--- src/rtl/wb_regfile_if.sv ---
// Bus bundle for the write-back latch and register-file read ports of wb_regfile.
interface wb_regfile_if #(
  parameter int DATA_W = 16
);
  logic              wb_valid_in;
  logic              wb_reg_write_in;
  logic [2:0]        wb_dest_in;
  logic [DATA_W-1:0] wb_data_in;
  logic              stall;
  logic              flush;
  logic [2:0]        rs_addr;
  logic [2:0]        rt_addr;
  logic [DATA_W-1:0] rs_data;
  logic [DATA_W-1:0] rt_data;
  logic              wb_we_q;
  logic [2:0]        wb_dest_q;
  logic [DATA_W-1:0] wb_data_q;
  logic [15:0]       retire_cnt;

  modport master (
    output wb_valid_in, wb_reg_write_in, wb_dest_in, wb_data_in,
    output stall, flush, rs_addr, rt_addr,
    input  rs_data, rt_data, wb_we_q, wb_dest_q, wb_data_q, retire_cnt
  );

  modport slave (
    input  wb_valid_in, wb_reg_write_in, wb_dest_in, wb_data_in,
    input  stall, flush, rs_addr, rt_addr,
    output rs_data, rt_data, wb_we_q, wb_dest_q, wb_data_q, retire_cnt
  );
endinterface

--- src/rtl/wb_regfile.sv ---
// Write-back pipeline latch plus 8x16 register file with bypassed read ports
// and a retired-write counter.
module wb_regfile #(
  parameter int DATA_W = 16,
  parameter int NREG   = 8
) (
  input  logic         clk,
  input  logic         rst_n,
  wb_regfile_if.slave  bus
);
  logic              we_q;
  logic [2:0]        dest_q;
  logic [DATA_W-1:0] data_q;
  logic [15:0]       cnt_q;
  logic [DATA_W-1:0] regs [NREG];
  logic              commit;

  assign commit = we_q && (dest_q != 3'd0);

  // Bubbles clear only the enable; dest/data hold since they are don't-care.
  always_ff @(posedge clk or negedge rst_n) begin
    if (!rst_n) begin
      we_q   <= 1'b0;
      dest_q <= '0;
      data_q <= '0;
    end else if (bus.stall || bus.flush) begin
      we_q <= 1'b0;
    end else begin
      we_q   <= bus.wb_valid_in && bus.wb_reg_write_in;
      dest_q <= bus.wb_dest_in;
      data_q <= bus.wb_data_in;
    end
  end

  always_ff @(posedge clk or negedge rst_n) begin
    if (!rst_n) begin
      for (int unsigned i = 0; i < NREG; i++) begin
        regs[i] <= '0;
      end
      cnt_q <= '0;
    end else if (commit) begin
      regs[dest_q] <= data_q;
      cnt_q        <= cnt_q + 16'd1;
    end
  end

  function automatic logic [DATA_W-1:0] read_port(input logic [2:0] addr);
    if (addr == 3'd0)
      return '0;
    else if (we_q && (dest_q == addr))
      return data_q;
    else
      return regs[addr];
  endfunction

  always_comb begin
    bus.rs_data = read_port(bus.rs_addr);
    bus.rt_data = read_port(bus.rt_addr);
  end

  assign bus.wb_we_q    = we_q;
  assign bus.wb_dest_q  = dest_q;
  assign bus.wb_data_q  = data_q;
  assign bus.retire_cnt = cnt_q;
endmodule

--- src/flat_wrapper.sv ---
// flat-port wrapper written by rule: the top's interface ports become plain ports
module wb_regfile_flat 
#(
  parameter int DATA_W = 16,
  parameter int NREG   = 8
)
  (clk, rst_n, bus_wb_valid_in, bus_wb_reg_write_in, bus_wb_dest_in, bus_wb_data_in, bus_stall, bus_flush, bus_rs_addr, bus_rt_addr, bus_rs_data, bus_rt_data, bus_wb_we_q, bus_wb_dest_q, bus_wb_data_q, bus_retire_cnt);
  wb_regfile_if #(.DATA_W(DATA_W)) bus_i ();
  input  logic clk;
  input  logic rst_n;
  input wire logic [$bits(bus_i.wb_valid_in)-1:0] bus_wb_valid_in;
  input wire logic [$bits(bus_i.wb_reg_write_in)-1:0] bus_wb_reg_write_in;
  input wire logic [$bits(bus_i.wb_dest_in)-1:0] bus_wb_dest_in;
  input wire logic [$bits(bus_i.wb_data_in)-1:0] bus_wb_data_in;
  input wire logic [$bits(bus_i.stall)-1:0] bus_stall;
  input wire logic [$bits(bus_i.flush)-1:0] bus_flush;
  input wire logic [$bits(bus_i.rs_addr)-1:0] bus_rs_addr;
  input wire logic [$bits(bus_i.rt_addr)-1:0] bus_rt_addr;
  output wire logic [$bits(bus_i.rs_data)-1:0] bus_rs_data;
  output wire logic [$bits(bus_i.rt_data)-1:0] bus_rt_data;
  output wire logic [$bits(bus_i.wb_we_q)-1:0] bus_wb_we_q;
  output wire logic [$bits(bus_i.wb_dest_q)-1:0] bus_wb_dest_q;
  output wire logic [$bits(bus_i.wb_data_q)-1:0] bus_wb_data_q;
  output wire logic [$bits(bus_i.retire_cnt)-1:0] bus_retire_cnt;
  assign bus_i.wb_valid_in = bus_wb_valid_in;
  assign bus_i.wb_reg_write_in = bus_wb_reg_write_in;
  assign bus_i.wb_dest_in = bus_wb_dest_in;
  assign bus_i.wb_data_in = bus_wb_data_in;
  assign bus_i.stall = bus_stall;
  assign bus_i.flush = bus_flush;
  assign bus_i.rs_addr = bus_rs_addr;
  assign bus_i.rt_addr = bus_rt_addr;
  assign bus_rs_data = bus_i.rs_data;
  assign bus_rt_data = bus_i.rt_data;
  assign bus_wb_we_q = bus_i.wb_we_q;
  assign bus_wb_dest_q = bus_i.wb_dest_q;
  assign bus_wb_data_q = bus_i.wb_data_q;
  assign bus_retire_cnt = bus_i.retire_cnt;
  wb_regfile #(.DATA_W(DATA_W), .NREG(NREG)) u_core (.clk(clk), .rst_n(rst_n), .bus(bus_i));
endmodule
--- config.mk ---
export PLATFORM = sky130hd
export DESIGN_NAME = wb_regfile_flat
export DESIGN_NICKNAME = d
export VERILOG_FILES = /design/src/rtl/wb_regfile_if.sv /design/src/rtl/wb_regfile.sv /design/src/flat_wrapper.sv
export SDC_FILE = /design/constraint.sdc
export NUM_CORES = 1
export LEC_CHECK = 0
export ABC_AREA = 1
export ABC_CLOCK_PERIOD_IN_PS = 2000
export BUFFER_PORTS_ARGS = -buffer_cell sky130_fd_sc_hd__buf_4
export CORE_MARGIN = 10
export CORE_UTILIZATION = 40
export CTS_BUF_LIST = sky130_fd_sc_hd__clkbuf_8 sky130_fd_sc_hd__clkbuf_16
export CTS_CLUSTER_SIZE = 28
export DETAILED_ROUTE_END_ITERATION = 16
export SETUP_SLACK_MARGIN = 0.3
export SLEW_MARGIN = 20
export SYNTH_ARGS = -nofsm -noshare
export SYNTH_HDL_FRONTEND = slang
export SYNTH_SLANG_ARGS = --single-unit
export TNS_END_PERCENT = 100
--- constraint.sdc ---
create_clock -name clk -period 2 [get_ports clk]
set_clock_uncertainty 0.15 [all_clocks]
set_input_delay 0.1 -clock clk [delete_from_list [all_inputs] [get_ports clk]]
set_output_delay 0.1 -clock clk [all_outputs]
set_load 0.02 [all_outputs]
* Word-level counts from Yosys, hierarchy flattened
Cells that the tools add are included.
** Cells by class
- Bitwise operators :: 3
- Reductions and logical operators :: 9
- Equal/unequal tests :: 2
- Magnitude comparators :: 4
- Multiplexer cells :: 14
- $add $sub $neg :: 1
** Operators with widths (number)
- $mux 16 :: 9
- $bwmux 128 :: 1
- $bmux 16 s3 :: 2
- $demux 16 s3 :: 1
- $add 16x1->16 const B :: 1
- $ge 4x4->1 const B :: 3
- $not 3->4 :: 3
- $eq 3x3->1 :: 2
- $logic_not 3->1 :: 2
- $logic_and 1x1->1 :: 5
- $lt 4x1->1 const B :: 1
- $reduce_bool 3->1 :: 1
- $logic_or 1x1->1 :: 1
- $mux 1 :: 1
** Storage, ports and cells
- Flip-flop bits (word level) :: 164
- Input bits :: 31
- Logic and storage cells :: 45

* Logic depth before layout (Yosys ltp)
Gate-level depths: netlist of run 1.
- Depth after elaboration :: 6
- Gate-level depth with buffers :: 10

* Least setup slack after synthesis of run 1
OpenSTA, ideal clock, no wires.
- Path kind :: register to output
- From :: register u_core.dest_q[1] (netlist: u_core.bus.wb_dest_q[1])
- To :: output bus_rs_data[10]
- Required time :: 1.750 ns
- Arrival :: 1.457 ns
- Stages on the path, launching flop included :: 8
- Path slack :: 0.293 ns
- Path through :: dfrtp_1 buf_2 o21ai_1 nor2_1 nand2_1 buf_2 o21ai_1 nor2_1
** On the way
- Longest elaborated chain between the ends :: 4
** Ends and longest elaborated chain
- start: declaration :: line wb_regfile.sv:12 : logic [2:0] dest_q;
- start signal: assignment :: line wb_regfile.sv:30 : dest_q <= bus.wb_dest_in;
- $eq 3x3->1 :: line wb_regfile.sv:50 : else if (we_q && (dest_q == addr))
- $logic_and 1x1->1 :: line wb_regfile.sv:50
- $mux 16 :: line wb_regfile.sv:50
- $mux 16 :: line wb_regfile.sv:48 : if (addr == 3'd0)
- end: declaration :: line flat_wrapper.sv:19 : output wire logic [$bits(bus_i.rs_data)-1:0] bus_rs_data;
No other way between the ends.

* Worst setup path in the final report of run 1
- From :: register u_core.dest_q[2] (netlist: u_core.bus.wb_dest_q[2])
- To :: output bus_rs_data[1]
Same word-level chain as after synthesis.

==> results of run 1 <==
==> area by class of cell <==
class / instances / area [sq um]
Antenna cell: 1 / 2.50
Clock buffer: 19 / 453
Clock inverter: 11 / 159
Fill cell: 2042 / 9500
Inverter: 41 / 156
Multi-Input combinational cell: 956 / 5010
Sequential cell: 164 / 4110
Tap cell: 280 / 350
Timing Repair Buffer: 192 / 2020
==> routing by layer <==
metal,GRT usage [%],up-vias
li1,-,4317
met1,27.5,4436
met2,34.8,446
met3,4.00,79
met4,7.76,0
met5,0,-
==> cells in the final DEF, fill, tap and decap left out, types with 2 or more instances in the layout <==
cell type	instances
inv_2	10
dfrtp_1	160
clkbuf_16	24
buf_6	33
nor2_1	43
nand4_1	5
clkinv_2	6
o21ai_2	43
nand2_2	36
dlygate4sd3_1	30
dfrtp_2	4
xnor2_1	3
nor2_4	23
nor2_2	40
xor2_1	3
buf_12	16
o21ai_4	4
nand2_4	38
buf_16	3
a21oi_1	79
o21ai_0	50
o21ai_1	52
inv_1	30
and3_1	2
buf_4	103
nand3_1	137
nand2_1	390
clkbuf_8	2
nor3_4	2
bufinv_16	4
==> report_power, final <==
| part | leakage [nW] | total (mW) | switching [mW] | internal (mW) |
|---|---|---|---|---|
| sequential | 2.19 | 4.34 | 0.508 | 3.83 |
| combinational | 3.17 | 2.64 | 1.54 | 1.10 |
| clock | 0.308 | 3.50 | 1.37 | 2.13 |
| total | 5.67 | 10.5 | 3.41 | 7.06 |
==> repair_timing <==
item,CTS,global route
hold endpoints to repair,184,0
pin swaps,11,46
buffers inserted,11,2
resized for setup,56,251
setup endpoints to repair,34,108
cloned,3,10
hold buffers,31,0
==> critical path, delay by kind of cell, from the launching register on <==
kind	cells	cell delay, ns
and+or+nand+nor	7	0.65
DFF	1	0.45
buffers and inverters	3	0.45
==> stage by stage <==
step | cell area, sq um | cells | setup slack (ns) | TNS (ns) | hold slack [ns]
after floorplan | 8860 | 1259 | 0.301 | 0 | -0.346
after global placement | 9980 | 1576 | 0.271 | 0 | -0.117
after detailed placement | 9980 | 1576 | 0.274 | 0 | -0.114
after CTS | 11200 | 1651 | -0.172 | -3.96 | 0.0486
after global routing | 12300 | 1664 | -0.299 | -8.11 | 0.0722
final | 12300 | 1664 | -0.248 | -5.60 | 0.0625
==> state kept, by name, indices dropped and copies added, names as in the netlist <==
| name | flops |
|---|---|
| u_core.bus.retire_cnt | 16 |
| u_core.bus.wb_data_q | 16 |
| u_core.bus.wb_dest_q | 3 |
| u_core.bus.wb_we_q | 1 |
| u_core.regs | 128 |
==> logic make-up (layout without fill, tap and decap cells) <==
logic type,Yosys count,count (layout),synth area share (%)
simple gates,719,719,33.0
buf+inv,139,263,6.55
compound gates,230,230,13.1
fa+ha+maj,1,1,0.142
flops,164,164,46.6
xor+xnor,6,6,0.597
other cells,0,1,0
==> worst paths after layout <==
kind / slack (ns) / depth (start not counted) / endpoint / startpoint
worst max register to register: 0.27 / 8 / u_core.regs[76] / u_core.bus.wb_dest_q[2]
worst min register to register: 0.25 / 0 / u_core.regs[120] / u_core.regs[120]
worst min-delay path: 0.06 / 5 / u_core.bus.wb_data_q[3] / bus_flush
max in group asynchronous: 0.83 / 3 / u_core.regs[0] / rst_n
worst max-delay path: -0.25 / 10 / bus_rs_data[1] / u_core.bus.wb_dest_q[2]
min in group asynchronous: 0.11 / 3 / u_core.regs[115] / rst_n
==> qor.yml, run 1 <==
global_route:
  overflow: 0
  grt_max_degree: 65
  grt.total_usage_pct: 21.3
  grt_pass1_vias: 8636
  grt_pass1_wl_mm: 48.8
  antenna_found_initial: 1
synth:
  async_flop_share_pct: 100
  synth-edff-count: 0
  synth_flop_cell: "dfrtp_1"
  netlist_instances: 1259
  synth.top_cells.by_count: "nand2_1 (464), dfrtp_1 (164), nand3_1 (138)"
  avgSynthCellArea_sq_um: 7.00
  synth-warning-count: 0
  yosysSeqAreaShare_pct: 46.6
  ys_ff_latch: 164
  yosys.cell_types.count: 23
  synth_area_leaders: "dfrtp_1 (47%), nand2_1 (20%), nand3_1 (7.8%)"
  synth_top_area_share_pct: 46.6
  synth_top_cell_by_area: "dfrtp_1"
  yosysMostFrequentCell: "nand2_1"
  netlist_area_sq_um: 8810
  syn_nets: 1291
placed_design:
  port-buffer-count: 98
  dp_hpwl_mm: 18.2
  gp_congestion: 0.809
layout:
  final_core_util_pct: 56.4
  area_growth_pct: 39.2
  drive_gt1_share_pct: 28.6
  layout.nets: 1404
worst_setup_path:
  crit_chain: "inv_4, nand2_1, nand2_4, nor2_4, nand2_4, clkbuf_16, nand2_2, nor2_1, nor2_1, buf_4"
  critPathRequiredTime_ns: 1.75
  startpoint_type: "flip-flop"
  path_class: "reg2out"
  cp_slowest_stage_delay_ns: 0.45
  slowest_stage: "dfrtp_2"
  cp_max_fo: 8
  crit_arrival_ns: 2.00
  worst_setup_path_end_kind: "output port"
run_status:
  status: "finished, violations left"
  violations: "setup timing"
sta:
  hold_viol: 0
  tightest_slew_ns: 0.418
  fin_crit_ns: 2.25
  layout_setup_ws_ns: -0.248
  finalSetupViolCount: 32
  min_period_over_period_pct: 112
  report.final.slew_viol_count: 0
  fmax_mhz: 445
  slew_headroom_pct: 72.2
  rsz0062_at_grt: "yes"
die:
  ioPinCount: 99
  dieArea_sq_um: 28400
  die_w_microns: 168
  initial_utilization_pct: 40.5
  die_y_microns: 168
  core_area_sq_um: 21800
  rows: 54
power_and_ir_drop:
  p_per_area_nw_per_um2: 854
  ir_drop_uv: 515
  power.total_mw: 10.5
  p_leak_nw: 5.67
hold_path:
  hold_class: "in2reg"
detailed_routing:
  drt_iter0_drc: 1065
  detail_route.first_pass.iterations: 6
  wl_met2_mm: 16.5
  ant_nets: 0
  via_count: 9278
  routed-wl-met3_mm: 2.65
  drc: 0
  routedLengthMet1_mm: 13.7
  wirelength_mm: 34.0
  top_layer: "met4"
  wire_per_inst_microns: 20.4
  routed_via_density: 5.58
clock_network:
  cts_tree: "yes"
  clockBufferDepth: 2
  cts_root_buffer: "clkbuf_16"
  clk_latency_ns: 0.43
  htreeDepth: 4
  clock-sinks: 164
  numCtsBuffers: 17
  clk_pin_slew_ns: 0.07
run:
  maxCapViolations: 0
No activity file was read; power rests on OpenSTA's default activity.
==> run 2, diff against run 1 <==
Settings changed: ABC_AREA 1 to not set.
==> run 2 against run 1 <==
The flow still finishes with violations (setup timing). Combinational power is 25% higher. Sequential power is 6.9% higher. Worst hold slack worse by 0.0080 ns. First-iteration DRC count is 57% lower. Cell area is 0.15% lower. Non-clock buffer count is 1 higher. Die area is 0.51% lower. Clock-buffer cell count stayed put. Cell count is 34% lower. Critical path type unchanged. Critical endpoint is now bus_rs_data[5].
==> qor.yml, run 2 <==
worst_setup_path:
  crit_arrival_ns: 2.08
  path_class: "reg2out"
  r2r-end: "u_core.regs[85]"
  reg2reg_slack_ns: -0.01
  rr_worst_depth: 6
  worst_r2r_startpoint: "u_core.bus.wb_dest_q[2]"
  cp_max_fo: 8
  worst_setup_path_end_kind: "output port"
  startpoint_type: "flip-flop"
  critPathRequiredTime_ns: 1.75
sta:
  fmax_mhz: 429
  layout_setup_ws_ns: -0.333
  hold_viol: 0
  min_period_over_period_pct: 117
  fin_tns_setup_ns: -8.67
  fin_crit_ns: 2.33
  rsz0062_at_grt: "yes"
  slew_headroom_pct: 54.8
  report.final.slew_viol_count: 0
  finalSetupViolCount: 39
  timing.hold.ws_ns: 0.0545
  tightest_slew_ns: 0.676
clock_network:
  htreeDepth: 4
  clock-sinks: 164
  clockBufferDepth: 2
  numCtsBuffers: 17
  clk_pin_slew_ns: 0.07
  cts_tree: "yes"
  clk_latency_ns: 0.43
  cts_root_buffer: "clkbuf_16"
placed_design:
  gp_congestion: 0.846
  place_area_sq_um: 10200
  port-buffer-count: 98
  dp_hpwl_mm: 17.1
synth:
  avgSynthCellArea_sq_um: 13.1
  synth_area_leaders: "dfrtp_1 (47%), mux2_2 (16%), mux2i_1 (7.1%)"
  syn_nets: 699
  synth-warning-count: 0
  synth_flop_cell: "dfrtp_1"
  ys_ff_latch: 164
  async_flop_share_pct: 100
  yosysSeqAreaShare_pct: 46.9
  synth-edff-count: 0
  synth_top_area_share_pct: 46.9
  yosysMostFrequentCell: "dfrtp_1"
  synth_top_cell_by_area: "dfrtp_1"
  netlist_instances: 667
  yosys.cell_types.count: 36
  synth.top_cells.by_count: "dfrtp_1 (164), mux2_2 (126), mux2i_1 (62)"
  netlist_area_sq_um: 8760
power_and_ir_drop:
  p_leak_nw: 5.91
  ir_drop_uv: 640
  p_per_area_nw_per_um2: 911
detailed_routing:
  wire_per_inst_microns: 26.4
  drt_iter0_drc: 462
  detail_route.first_pass.iterations: 6
  drc: 0
  routed_via_density: 5.82
  wirelength_mm: 28.8
  ant_nets: 0
  via_count: 6350
global_route:
  antenna_found_initial: 0
  grt_max_degree: 57
  grt.total_usage_pct: 19.3
  grt_pass1_wl_mm: 42.6
  overflow: 0
  grt_pass1_vias: 6975
layout:
  regMostFlops: "u_core.regs"
  final_common_cell: "dfrtp_1"
  antenna_cells: 0
  layout_common_cells: "dfrtp_1 (160), buf_4 (120), mux2_4 (108)"
  layout.nets: 830
  design_area_sq_um: 12200
  num-fill-cells: 1694
  area_growth_pct: 39.8
  largest_register_ffs: 128
  drive_gt1_share_pct: 55.7
die:
  initial_utilization_pct: 40.4
  die_y_microns: 168
  ioPinCount: 99
  die_w_microns: 168
  rows: 54
  core_area_sq_um: 21700
  dieArea_sq_um: 28200
run:
  maxCapViolations: 0
run_status:
  status: "finished, violations left"
  violations: "setup timing"
hold_path:
  hold_class: "in2async"
[run 2: through the flow]
step / total power, mW / setup slack [ns] / util, % / instances
after detailed placement: 7.29 / -0.100 / 47.0 / 1005
after global routing: 11.6 / -0.395 / 56.4 / 1091
after floorplan: 6.22 / 0.214 / - / 667
final: 11.1 / -0.333 / 56.4 / 1091
after global placement: 7.17 / -0.0164 / 47.0 / 1005
after CTS: 11.0 / -0.301 / 55.2 / 1087
[run 2: what timing repair did]
item                       4_1_cts  5_1_grt
setup endpoints to repair       87      159
setup buffers                   22        0
hold buffers                    22        0
hold endpoints to repair       184        0
resized for setup              159       35
cloned                           6        4
pin swaps                       29        8
[run 2: worst max path at each step]
| stage | from | end | slack (ns) |
|---|---|---|---|
| floorplan | u_core.bus.wb_dest_q[2] | u_core.regs[101] | 0.21 |
| global placement | u_core.bus.wb_dest_q[2] | bus_rs_data[5] | -0.02 |
| detailed placement | u_core.bus.wb_dest_q[2] | bus_rs_data[3] | -0.1 |
| CTS | u_core.bus.wb_dest_q[0] | bus_rt_data[5] | -0.30 |
| global route | u_core.bus.wb_dest_q[2] | bus_rt_data[12] | -0.40 |
| finish | u_core.bus.wb_dest_q[0] | bus_rs_data[5] | -0.33 |
[run 2: cell families (layout without fill, tap and decap cells)]
kind of cell             after synthesis  count (layout)  share of synthesized area (%)
AO/OA/AOI/OAI                         66              66                           5.31
XOR/XNOR                              21              21                           2.10
adder cells (fa/ha/maj)                1               1                          0.143
buffers and inverters                 83             226                           5.46
flip-flops                           164             164                           46.9
multiplexers                         227             227                           33.4
AND/OR/NAND/NOR                      105             106                           6.70
[run 2: power breakdown]
group | internal (mW) | total [mW] | switching, mW
combinational | 1.90 | 3.30 | 1.39
clock | 1.80 | 3.21 | 1.41
sequential | 3.93 | 4.64 | 0.710
[run 2: critical path, cell delays in order, from the launching register on]
cell and delay (ns):
dfrtp_2 0.41, buf_4 0.17, xnor2_4 0.23, and4_4 0.42, a211oi_1 0.09, nor3_2 0.16
buf_4 0.18
[run 2: cell type report]
class	instances	area, sq um	area share, %
multi-input combinational	421	5140	42.0
sequential	164	4110	33.6
timing repair buffer	193	2070	16.9
clock buffer	19	453	3.70
tap	280	350	2.86
clock inverter	13	124	1.01
inverter	1	3.75	0.0307
[run 2: metal layers]
metal	up-vias	share of wire (%)	GRT usage, %
li1	2746	-	-
met1	3357	42	24.5
met2	199	51	31.5
met3	48	4.3	4.19
met4	0	2.6	7.65
met5	-	0	0
